**src/rtl/memory_responder_module.sv**
```systemverilog
// Responder side of the controller->memory command link: executes WRITE/READ/CLEAR/INC
// on a small register file. Optional MEMRESP_RESET_CLEAR_EN makes reset also zero memory.
module memory_responder_module #(
  parameter int DATA_W = 8,
  parameter int ADDR_W = 3
) (
  input  logic              clk,
  input  logic              rst,
  input  logic [2:0]        MS,
  input  logic              cmd_valid,
  input  logic [ADDR_W-1:0] addr,
  input  logic [DATA_W-1:0] wdata,
  output logic              cmd_ready,
  output logic              done,
  output logic              err,
  output logic [DATA_W-1:0] rdata
);

  localparam int DEPTH = 2 ** ADDR_W;

  localparam logic [2:0] MS_NOP   = 3'b000;
  localparam logic [2:0] MS_WRITE = 3'b001;
  localparam logic [2:0] MS_READ  = 3'b010;
  localparam logic [2:0] MS_CLEAR = 3'b011;
  localparam logic [2:0] MS_INC   = 3'b100;

  typedef enum logic [2:0] {
    S_IDLE,
    S_WR,
    S_RD,
    S_CLR,
    S_INC_RD,
    S_INC_WR,
    S_DONE
  } state_t;

  state_t              state;
  state_t              next_state;

  logic [DATA_W-1:0]   mem [DEPTH];

  logic [ADDR_W-1:0]   addr_q;
  logic [DATA_W-1:0]   wdata_q;
  logic [DATA_W-1:0]   word_q;
  logic [ADDR_W-1:0]   idx;
  logic                err_q;
  logic [DATA_W-1:0]   rdata_q;

  logic                accept;
  logic                legal;
  logic [DATA_W-1:0]   inc_word;

  logic                mem_we;
  logic [ADDR_W-1:0]   mem_waddr;
  logic [DATA_W-1:0]   mem_wdata;

  assign accept   = cmd_valid && (state == S_IDLE) && (MS != MS_NOP);
  assign legal    = (MS == MS_WRITE) || (MS == MS_READ) || (MS == MS_CLEAR) || (MS == MS_INC);
  assign inc_word = word_q + {{(DATA_W-1){1'b0}}, 1'b1};

  assign cmd_ready = (state == S_IDLE);
  assign done      = (state == S_DONE);
  assign err       = (state == S_DONE) && err_q;
  assign rdata     = rdata_q;

  always_comb begin
    next_state = state;
    case (state)
      S_IDLE: begin
        if (accept) begin
          case (MS)
            MS_WRITE: next_state = S_WR;
            MS_READ:  next_state = S_RD;
            MS_CLEAR: next_state = S_CLR;
            MS_INC:   next_state = S_INC_RD;
            default:  next_state = S_DONE;
          endcase
        end
      end
      S_WR:     next_state = S_DONE;
      S_RD:     next_state = S_DONE;
      S_CLR:    if (idx == {ADDR_W{1'b1}}) next_state = S_DONE;
      S_INC_RD: next_state = S_INC_WR;
      S_INC_WR: next_state = S_DONE;
      S_DONE:   next_state = S_IDLE;
      default:  next_state = S_IDLE;
    endcase
  end

  // Single write port: at most one of WR / CLR / INC_WR is active in any cycle.
  always_comb begin
    mem_we    = 1'b0;
    mem_waddr = addr_q;
    mem_wdata = wdata_q;
    case (state)
      S_WR: begin
        mem_we = 1'b1;
      end
      S_CLR: begin
        mem_we    = 1'b1;
        mem_waddr = idx;
        mem_wdata = '0;
      end
      S_INC_WR: begin
        mem_we    = 1'b1;
        mem_wdata = inc_word;
      end
      default: ;
    endcase
  end

  always_ff @(posedge clk) begin
    if (!rst) begin
      state   <= S_IDLE;
      err_q   <= 1'b0;
      rdata_q <= '0;
      idx     <= '0;
    end else begin
      state <= next_state;
      if (accept) begin
        err_q <= !legal;
        idx   <= '0;
      end
      if (state == S_CLR)    idx     <= idx + {{(ADDR_W-1){1'b0}}, 1'b1};
      if (state == S_RD)     rdata_q <= mem[addr_q];
      if (state == S_INC_WR) rdata_q <= inc_word;
    end
  end

  // Command operands and the INC scratch word carry no reset.
  always_ff @(posedge clk) begin
    if (accept) begin
      addr_q  <= addr;
      wdata_q <= wdata;
    end
    if (state == S_INC_RD) word_q <= mem[addr_q];
  end

  // A write in flight at a reset edge still lands, so an aborted CLEAR stays partial.
`ifdef MEMRESP_RESET_CLEAR_EN
  always_ff @(posedge clk) begin
    if (!rst) begin
      for (int i = 0; i < DEPTH; i++) mem[i] <= '0;
    end else if (mem_we) begin
      mem[mem_waddr] <= mem_wdata;
    end
  end
`else
  always_ff @(posedge clk) begin
    if (mem_we) mem[mem_waddr] <= mem_wdata;
  end
`endif

endmodule

```
**config.mk**
```make
export PLATFORM = sky130hd
export DESIGN_NAME = memory_responder_module
export DESIGN_NICKNAME = d
export VERILOG_FILES = /design/src/rtl/memory_responder_module.sv
export SDC_FILE = /design/constraint.sdc
export NUM_CORES = 1
export LEC_CHECK = 0
export CORE_UTILIZATION = 55
export DETAILED_ROUTE_END_ITERATION = 8
export DONT_BUFFER_PORTS = 1
export GPL_TIMING_DRIVEN = 1
export PLACE_DENSITY = 0.76
export SETUP_SLACK_MARGIN = 0.02
export SKIP_CTS_REPAIR_TIMING = 1
export SYNTH_ARGS = -nofsm -noshare
export SYNTH_HDL_FRONTEND = slang
export SYNTH_SLANG_ARGS = --single-unit
```
**constraint.sdc**
```tcl
create_clock -name clk -period 2.15 [get_ports clk]
set_clock_uncertainty 0.1 [all_clocks]
set_input_delay 0.1075 -clock clk [delete_from_list [all_inputs] [get_ports clk]]
set_output_delay 0.1075 -clock clk [all_outputs]
set_load 0.005 [all_outputs]
```
Word-level counts from Yosys, hierarchy flattened

Memories as Yosys holds them, arrays and structs flattened. A register that Yosys moved wholly into a read port is not among the register bits.
Cells that the tools add are included.

Word-level logic and storage cells: 51
Output and inout bits: 11
Input bits: 17
Memories: 1
Bits in writable memories: 64
Register bits: 34
Memory bits (read-only): 0
Bits in latches: 0

Reductions and logical operators: 14
Mux-type cells: 14
Divide/modulo/power cells: 0
Bitwise gates (word level): 0
Multipliers: 0
Equal/unequal tests: 13
$add $sub $neg: 2
Order comparisons: 0
Shifts and indexed selects: 0

Memories:

| name | words | width | read ports | clocked after Yosys merged registers in | wr ports | line | text |
|---|---|---|---|---|---|---|---|
| mem  | 8     | 8     | 1          | 1                                       | 1        | 40   | `logic [DATA_W-1:0] mem [DEPTH];` |

Operators with widths:

| kind                                                   | number |
|---|---|
| case mux 3 bit (4 select lines)                        | 2 |
| two-way mux 3 bit                                      | 6 |
| two-way mux 8 bit                                      | 2 |
| case mux 8 bit (2 select lines)                        | 1 |
| == test 3 bit (second input constant)                  | 5 |
| == test 3 x 2 -> 1 bit (second input constant)         | 4 |
| adder 8 x 1 -> 8 bit (second input constant)           | 1 |
| == test 3 x 1 -> 1 bit (second input constant)         | 2 |
| OR reduction 3 bit                                     | 2 |
| nonzero test 2 bit                                     | 2 |
| adder 3 x 1 -> 3 bit (second input constant)           | 1 |
| logical AND 1 bit                                      | 3 |
| zero test 3 bit                                        | 1 |
| logical OR 1 bit                                       | 3 |
| two-way mux 1 bit                                      | 3 |
| nonzero test 3 bit                                     | 1 |
| inequality test 2 x 1 -> 1 bit (second input constant) | 1 |
| inequality test 2 bit (second input constant)          | 1 |
| AND reduction 2 bit                                    | 1 |
| zero test 1 bit                                        | 1 |

Depth between registers and ports, before layout

Gate-level depths: netlist of run 1.

Depth in word-level cells: 5
Depth in mapped cells: 6
Depth with buffers taken out: 5

Least setup slack after synthesis of run 1

No wires, ideal clock.

Path type: flip-flop to flip-flop
Start point: register state[0]
End point: memory mem[4][0], enable pin
Cell stages (with the launch flop): 6
Path buffers: 1
Clock period less this slack: 2.011 ns
Slack: 0.139 ns
Arrival: 1.541 ns
Path through: dfxtp_1 -> clkbuf_1 -> nand3b_1 -> nor3b_1 -> a31oi_1 -> nor2_1

Word-level cells in the longest chain between the ends: 5
Elaborated cells between the ends (all ways): 8
Those cells by class: eq/ne: 3; mux: 4; reduce/logical: 1

RTL lines:

| element                                        | line | text |
|---|---|---|
| start: declaration                             | 37   | `state_t state;` |
| start signal: assignment                       | 119  | `state <= next_state;` |
| == test 3 x 2 -> 1 bit (tied with other cells) | 95   | `case (state)` |
| OR reduction 3 bit (no source line)            | n/a  |  |
| two-way mux 1 bit                              | 95   |  |
| two-way mux 1 bit                              | 150  | `if (mem_we) mem[mem_waddr] <= mem_wdata;` |
| two-way mux 1 bit (implied by the code)        | 150  |  |
| end: declaration                               | 40   |  |

Parallel ways exist; a longest one is shown, timed or not.

==> flow_metrics.env, run 1 <==
export IMPL_design_power_total_mw=4.17
export IMPL_clk_insertion_delay_late_ns=0.36
export IMPL_boundaryPins=28
export IMPL_postLayoutCoreUtil_pct=65.9
export IMPL_detail_route_antenna_nets=0
export IMPL_finalHoldWorstSlack_ns=0.0500
export IMPL_floorplan_initialDensity_pct=57.3
export IMPL_pin_count_of_the_biggest_net_entering_global_routing=19
export IMPL_via_per_inst=5.80
export IMPL_horizontal_die_dimension_um=89.4
export IMPL_finalMaxSlewViolations=0
export IMPL_cts_sinks=101
export IMPL_nNetsFinal=343
export IMPL_power_share_combinational_pct=17.4
export IMPL_synth_ff_type="edfxtp_1"
export IMPL_place_gp_congestion=0.876
export IMPL_path_max_fanout=13
export IMPL_worstSetupPathDepth=5
export IMPL_outcome="completed"
export IMPL_timing_slew_headroom_pct=57.7
export IMPL_n_antenna_cell=0
export IMPL_post_synth_cell_area_avg_um2=15.1
export IMPL_initial_antenna_violation_count=0
export IMPL_first_pass_iters=4
export IMPL_power_share_switching_pct=26.3
export IMPL_synth_edf_count=83
export IMPL_cts_tree="built"
export IMPL_most_common_layout_cells="edfxtp_1 (83), buf_4 (29), nand2_1 (26)"
export IMPL_min_period_over_period_pct=91.4
export IMPL_tritoncts_num_buffers=9
export IMPL_timing_hold_worst_class="input pin to flop"
export IMPL_grt_first_pass_wirelength_um=11800
export IMPL_netlist_instances=278
export IMPL_worst_ep_arrival_time_ns=2.11
export IMPL_cp_data_required_time_ns=2.30
export IMPL_yosys_area_top_type="edfxtp_1"
export IMPL_globalRoute_totalOverflow=0
export IMPL_half_perimeter_wire_length_after_placement_um=5600
export IMPL_first_global_vias=2321
export IMPL_timing_final_ws_setup_ns=0.185
export IMPL_critPathCaptureType="flop"
export IMPL_fmax_mhz=509
export IMPL_power_frac_clock_pct=25.6
export IMPL_routed_wirelength_um=7990
export IMPL_seq_power_share_pct=57.0
export IMPL_syn_num_nets=298
export IMPL_cts_root_buffer="clkbuf_8"
export IMPL_slowest_stage="mux4_1"
export IMPL_drv_cap=0
export IMPL_period_minus_ws_final_ns=1.96
export IMPL_netlist_area_leader_share_pct=59.4
export IMPL_drt_first_iter_violations=210
export IMPL_yosysSeqAreaShare_pct=68.0
export IMPL_final_hold_fails=0
export IMPL_worst_r2r_cell_count=5
export IMPL_crit_family="multiplexers"
export IMPL_critPathKind="flop to flop"
export IMPL_numPortBuffers=0
export IMPL_post_synth_instance_area_mm2=0.00420
export IMPL_max_vdd_ir_drop_v=0.000547
export IMPL_drive_above_1_share_pct=20.7
export IMPL_grt_setup_unrepaired="false"
export IMPL_area_growth_pct=15.1
export IMPL_ys_warn_count=0
export IMPL_final_design_area_no_fill_mm2=0.00483
export IMPL_htree_depth=3
export IMPL_leakage_component_of_the_power_nw=1.71
export IMPL_power_density_over_the_cells_mw_per_mm2=862
export IMPL_cellInternalPower_mw=3.07
export IMPL_route_detailed_drc=0
export IMPL_area_contributors_post_synth="edfxtp_1 (59%), dfxtp_1 (8.6%), mux4_2 (4.3%)"
export IMPL_cp_cell_sequence="buf_12 -> mux4_1 -> mux2_2 -> o21ai_0 -> a211oi_1"
export IMPL_placeableCoreArea_mm2=0.00733
export IMPL_num_rows=31
export IMPL_maximum_cell_stage_delay_along_the_critical_path_ns=0.54
export IMPL_die_h_um=89.4
export IMPL_gr_usage_all_layers_pct=21.1
export IMPL_post_dp_cell_area_mm2=0.00448
export IMPL_pre_cts_ws_ns=0.0754
export IMPL_final_setup_viol_count=0
export IMPL_least_margin_pin_slew_ns=0.632
export IMPL_numPlacedInstances=394
export IMPL_detail_route_wl_per_cell_um=18.7
export IMPL_timing_critical_path_from_type="flop"
export IMPL_synth_distinct_cells=44
export IMPL_fp_dieArea_mm2=0.00799
export IMPL_worstHoldPathCells=4
export IMPL_dr_total_vias=2476
export IMPL_worst_path_buf_inv=1
export IMPL_max_clock_path_buffers=2
export IMPL_asyncSetResetFlopFracSynth_pct=0
export IMPL_final_cell_count_no_fill=427
export IMPL_synth_seq_cells=101
export IMPL_net_switching_component_of_the_power_mw=1.10
export IMPL_final_common_cell="edfxtp_1"
export IMPL_cts_reportedPaths_clkPinSlew_ns=0.09
export IMPL_setup_tns_final_ns=0
## routing by layer
metal  global-route usage [%]  vias up  part of all wire, %
li1                         -     1159                    -
met1                     28.0     1247                   45
met2                     33.9       64                   50
met3                     6.37        6                  4.9
met4                     6.64        0                 0.75
met5                        0        -                    0
## layout make-up
cell class | count | area, µm²
flip-flops and latches | 101 | 2850
clock inverters | 6 | 48.8
clock buffers | 10 | 128
repair buffers | 47 | 408
multi-input cells | 157 | 1250
well taps | 99 | 124
inverters | 7 | 26.3
fillers | 509 | 2500
## final timing paths
| check | slack [ns] | from | end |
|---|---|---|---|
| worst max register to register | 0.19 | flop | rdata[6]$_SDFFE_PN0P_ |
| worst min-delay path | 0.05 | MS[1] | state[1]$_SDFFE_PN0P_ |
| worst max-delay path | 0.19 | flop | rdata[6]$_SDFFE_PN0P_ |
| worst min register to register | 0.41 | err_q$_SDFFE_PN0P_ | err_q$_SDFFE_PN0P_ |
## Yosys cell counts, types with 5 or more instances
master and number:
inv_1 7, mux4_2 8, nand2_1 26, mux4_1 6
dfxtp_1 18, nand3_1 9, mux2_2 9, nor2_1 17
clkbuf_1 7, o21ai_0 16, edfxtp_1 83, and3_1 6
xor2_1 5
## flip-flops by register name (all words and copies together), names as in the netlist, named ones only
signal,flops
idx,3
rdata,8
err_q,1
wdata_q,8
mem,64
word_q,8
state,3
addr_q,3
## power groups by stage
stage	logic, mW	clock network (mW)	registers (mW)
finish	0.726	1.06	2.37
global route	0.787	1.15	2.39
CTS	0.696	1.08	2.37
detailed placement	0.693	0	2.42
global placement	0.675	0	2.42
floorplan	0.497	0	2.38
## worst register-to-register path, stage by stage, from the launching register on
cell,delay [ns]
dfxtp_1,0.47
buf_12,0.19
mux4_1,0.55
mux2_2,0.29
o21ai_0,0.19
a211oi_1,0.07
## kinds of logic after synthesis
kind of cell | synth area share (%)
compound gates | 7.12
xor+xnor | 1.25
fa+ha+maj | 0.894
buf+inv | 2.59
flops | 68.0
mux | 10.9
simple gates | 9.24
Note: power is estimated with default switching activity, not from simulation.
==> inputs of run 2 (changes only) <==
CELL_PAD_IN_SITES_DETAIL_PLACEMENT = 0   (was unset)
CELL_PAD_IN_SITES_GLOBAL_PLACEMENT = 2   (was unset)
CORE_UTILIZATION = 49   (was 55)
PLACE_DENSITY = 0.86   (was 0.76)
SKIP_LAST_GASP = 1   (was unset)
clock period = 2.3 ns   (was 2.15 ns; I/O delays follow)
==> flow_metrics.env, run 2 (synthesis results as in run 1) <==
export IMPL_final_hold_fails=1
export IMPL_detail_route_wl_per_cell_um=19.0
export IMPL_path_max_fanout=10
export IMPL_fmax_mhz=485
export IMPL_final_common_cell="edfxtp_1"
export IMPL_hold_start="cmd_valid"
export IMPL_placeableCoreArea_mm2=0.00826
export IMPL_dr_total_vias=2423
export IMPL_die_h_um=94.6
export IMPL_pin_count_of_the_biggest_net_entering_global_routing=19
export IMPL_failed_checks="negative hold slack"
export IMPL_r2r_start="state[1]$_SDFFE_PN0P_"
export IMPL_pre_cts_ws_ns=0.292
export IMPL_clk_insertion_delay_late_ns=0.35
export IMPL_via_per_inst=5.69
export IMPL_timing_slew_headroom_pct=46.3
export IMPL_htree_depth=3
export IMPL_final_cell_count_no_fill=426
export IMPL_max_clock_path_buffers=2
export IMPL_setup_tns_final_ns=0
export IMPL_largest_register_ffs=64
export IMPL_critPathCaptureType="flop"
export IMPL_area_growth_pct=13.9
export IMPL_most_common_layout_cells="edfxtp_1 (83), nand2_1 (26), buf_4 (23)"
export IMPL_max_vdd_ir_drop_v=0.000371
export IMPL_initial_antenna_violation_count=0
export IMPL_leakage_component_of_the_power_nw=1.69
export IMPL_floorplan_initialDensity_pct=50.8
export IMPL_nNetsFinal=336
export IMPL_least_margin_pin_slew_ns=0.797
export IMPL_num_rows=33
export IMPL_fp_dieArea_mm2=0.00894
export IMPL_largest_register="mem"
export IMPL_drive_above_1_share_pct=17.8
export IMPL_finalHoldWorstSlack_ns=-0.0320
export IMPL_cts_tree="built"
export IMPL_cts_sinks=101
export IMPL_globalRoute_totalOverflow=0
export IMPL_gr_usage_all_layers_pct=19.4
export IMPL_cp_startpoint="state[1]$_SDFFE_PN0P_"
export IMPL_routed_wirelength_um=8090
export IMPL_first_global_vias=2336
export IMPL_grt_first_pass_wirelength_um=12200
export IMPL_cp_data_required_time_ns=2.25
export IMPL_num_fill_cells=679
export IMPL_drt_first_iter_violations=111
export IMPL_power_density_over_the_cells_mw_per_mm2=820
export IMPL_place_gp_congestion=0.792
export IMPL_cts_reportedPaths_clkPinSlew_ns=0.09
export IMPL_outcome="finished with violations"
export IMPL_half_perimeter_wire_length_after_placement_um=5590
export IMPL_detail_route_antenna_nets=0
export IMPL_worst_ep_arrival_time_ns=2.02
export IMPL_tritoncts_num_buffers=9
export IMPL_period_minus_ws_final_ns=2.06
export IMPL_final_setup_viol_count=0
export IMPL_route_detailed_drc=0
export IMPL_numPlacedInstances=393
export IMPL_first_pass_iters=4
export IMPL_numPortBuffers=0
export IMPL_boundaryPins=28
export IMPL_min_period_over_period_pct=89.7
export IMPL_cts_root_buffer="clkbuf_8"
export IMPL_horizontal_die_dimension_um=94.6
export IMPL_timing_final_ws_setup_ns=0.238
export IMPL_n_antenna_cell=0
export IMPL_timing_critical_path_from_type="flop"
export IMPL_finalMaxSlewViolations=0
export IMPL_timing_hold_worst_class="input pin to flop"
export IMPL_grt_setup_unrepaired="false"
export IMPL_critPathKind="flop to flop"
export IMPL_drv_cap=0
run 2: changes by cell type in the layout (fill, tap and decap cells not counted):
cell / delta
buf_4: -6
inv_6: -1
nor2_1: +4
nor2_2: -4
clkinvlp_4: -1
clkinv_4: -1
buf_12: -1
clkinv_2: +2
bufinv_16: +1
run 2: per-layer routing:
layer | wire (µm) | track usage, %
met2 | 4110 | 33.0
met4 | 97 | 5.43
met5 | 0 | 0
met1 | 3540 | 24.4
met3 | 341 | 5.39
run 2: metrics by stage:
stage               util, %  power, mW  area (µm²)
floorplan                 -       2.69        4200
global placement       53.5       2.87        4420
detailed placement     53.5       2.88        4420
CTS                    55.8       3.93        4610
global route           57.9       4.10        4780
finish                 57.9       3.92        4780
run 2: worst paths after layout:
path                      endpoint  slack (ns)  depth (start not counted)
max            mem[2][3]$_DFFE_PP_        0.24                          6
min          state[1]$_SDFFE_PN0P_       -0.03                          3
max reg2reg    mem[2][3]$_DFFE_PP_        0.24                          6
min reg2reg     err_q$_SDFFE_PN0P_        0.38                          2
run 2: critical path, stage by stage, from the launching register on:
cell and delay [ns]:
dfxtp_1 0.39, buf_4 0.17, nand3b_1 0.30, nor3b_1 0.36, a31oi_1 0.10, nor2_1 0.14
buf_4 0.20
run 2: final cells by class:
class                           instances  area [µm²]  area share (%)
Inverter                                7        26.3           0.550
Clock inverter                          6        63.8            1.33
Multi-Input combinational cell        157        1240            25.9
Timing Repair Buffer                   40         343            7.17
Tap cell                              105         131            2.75
Clock buffer                           10         128            2.67
Sequential cell                       101        2850            59.7
run 2: power breakdown:
part           total [mW]  switching (mW)  internal, mW
Combinational       0.628           0.334         0.294
Sequential           2.23          0.0887          2.14
Clock                1.06           0.558         0.501
Total                3.92           0.981          2.94
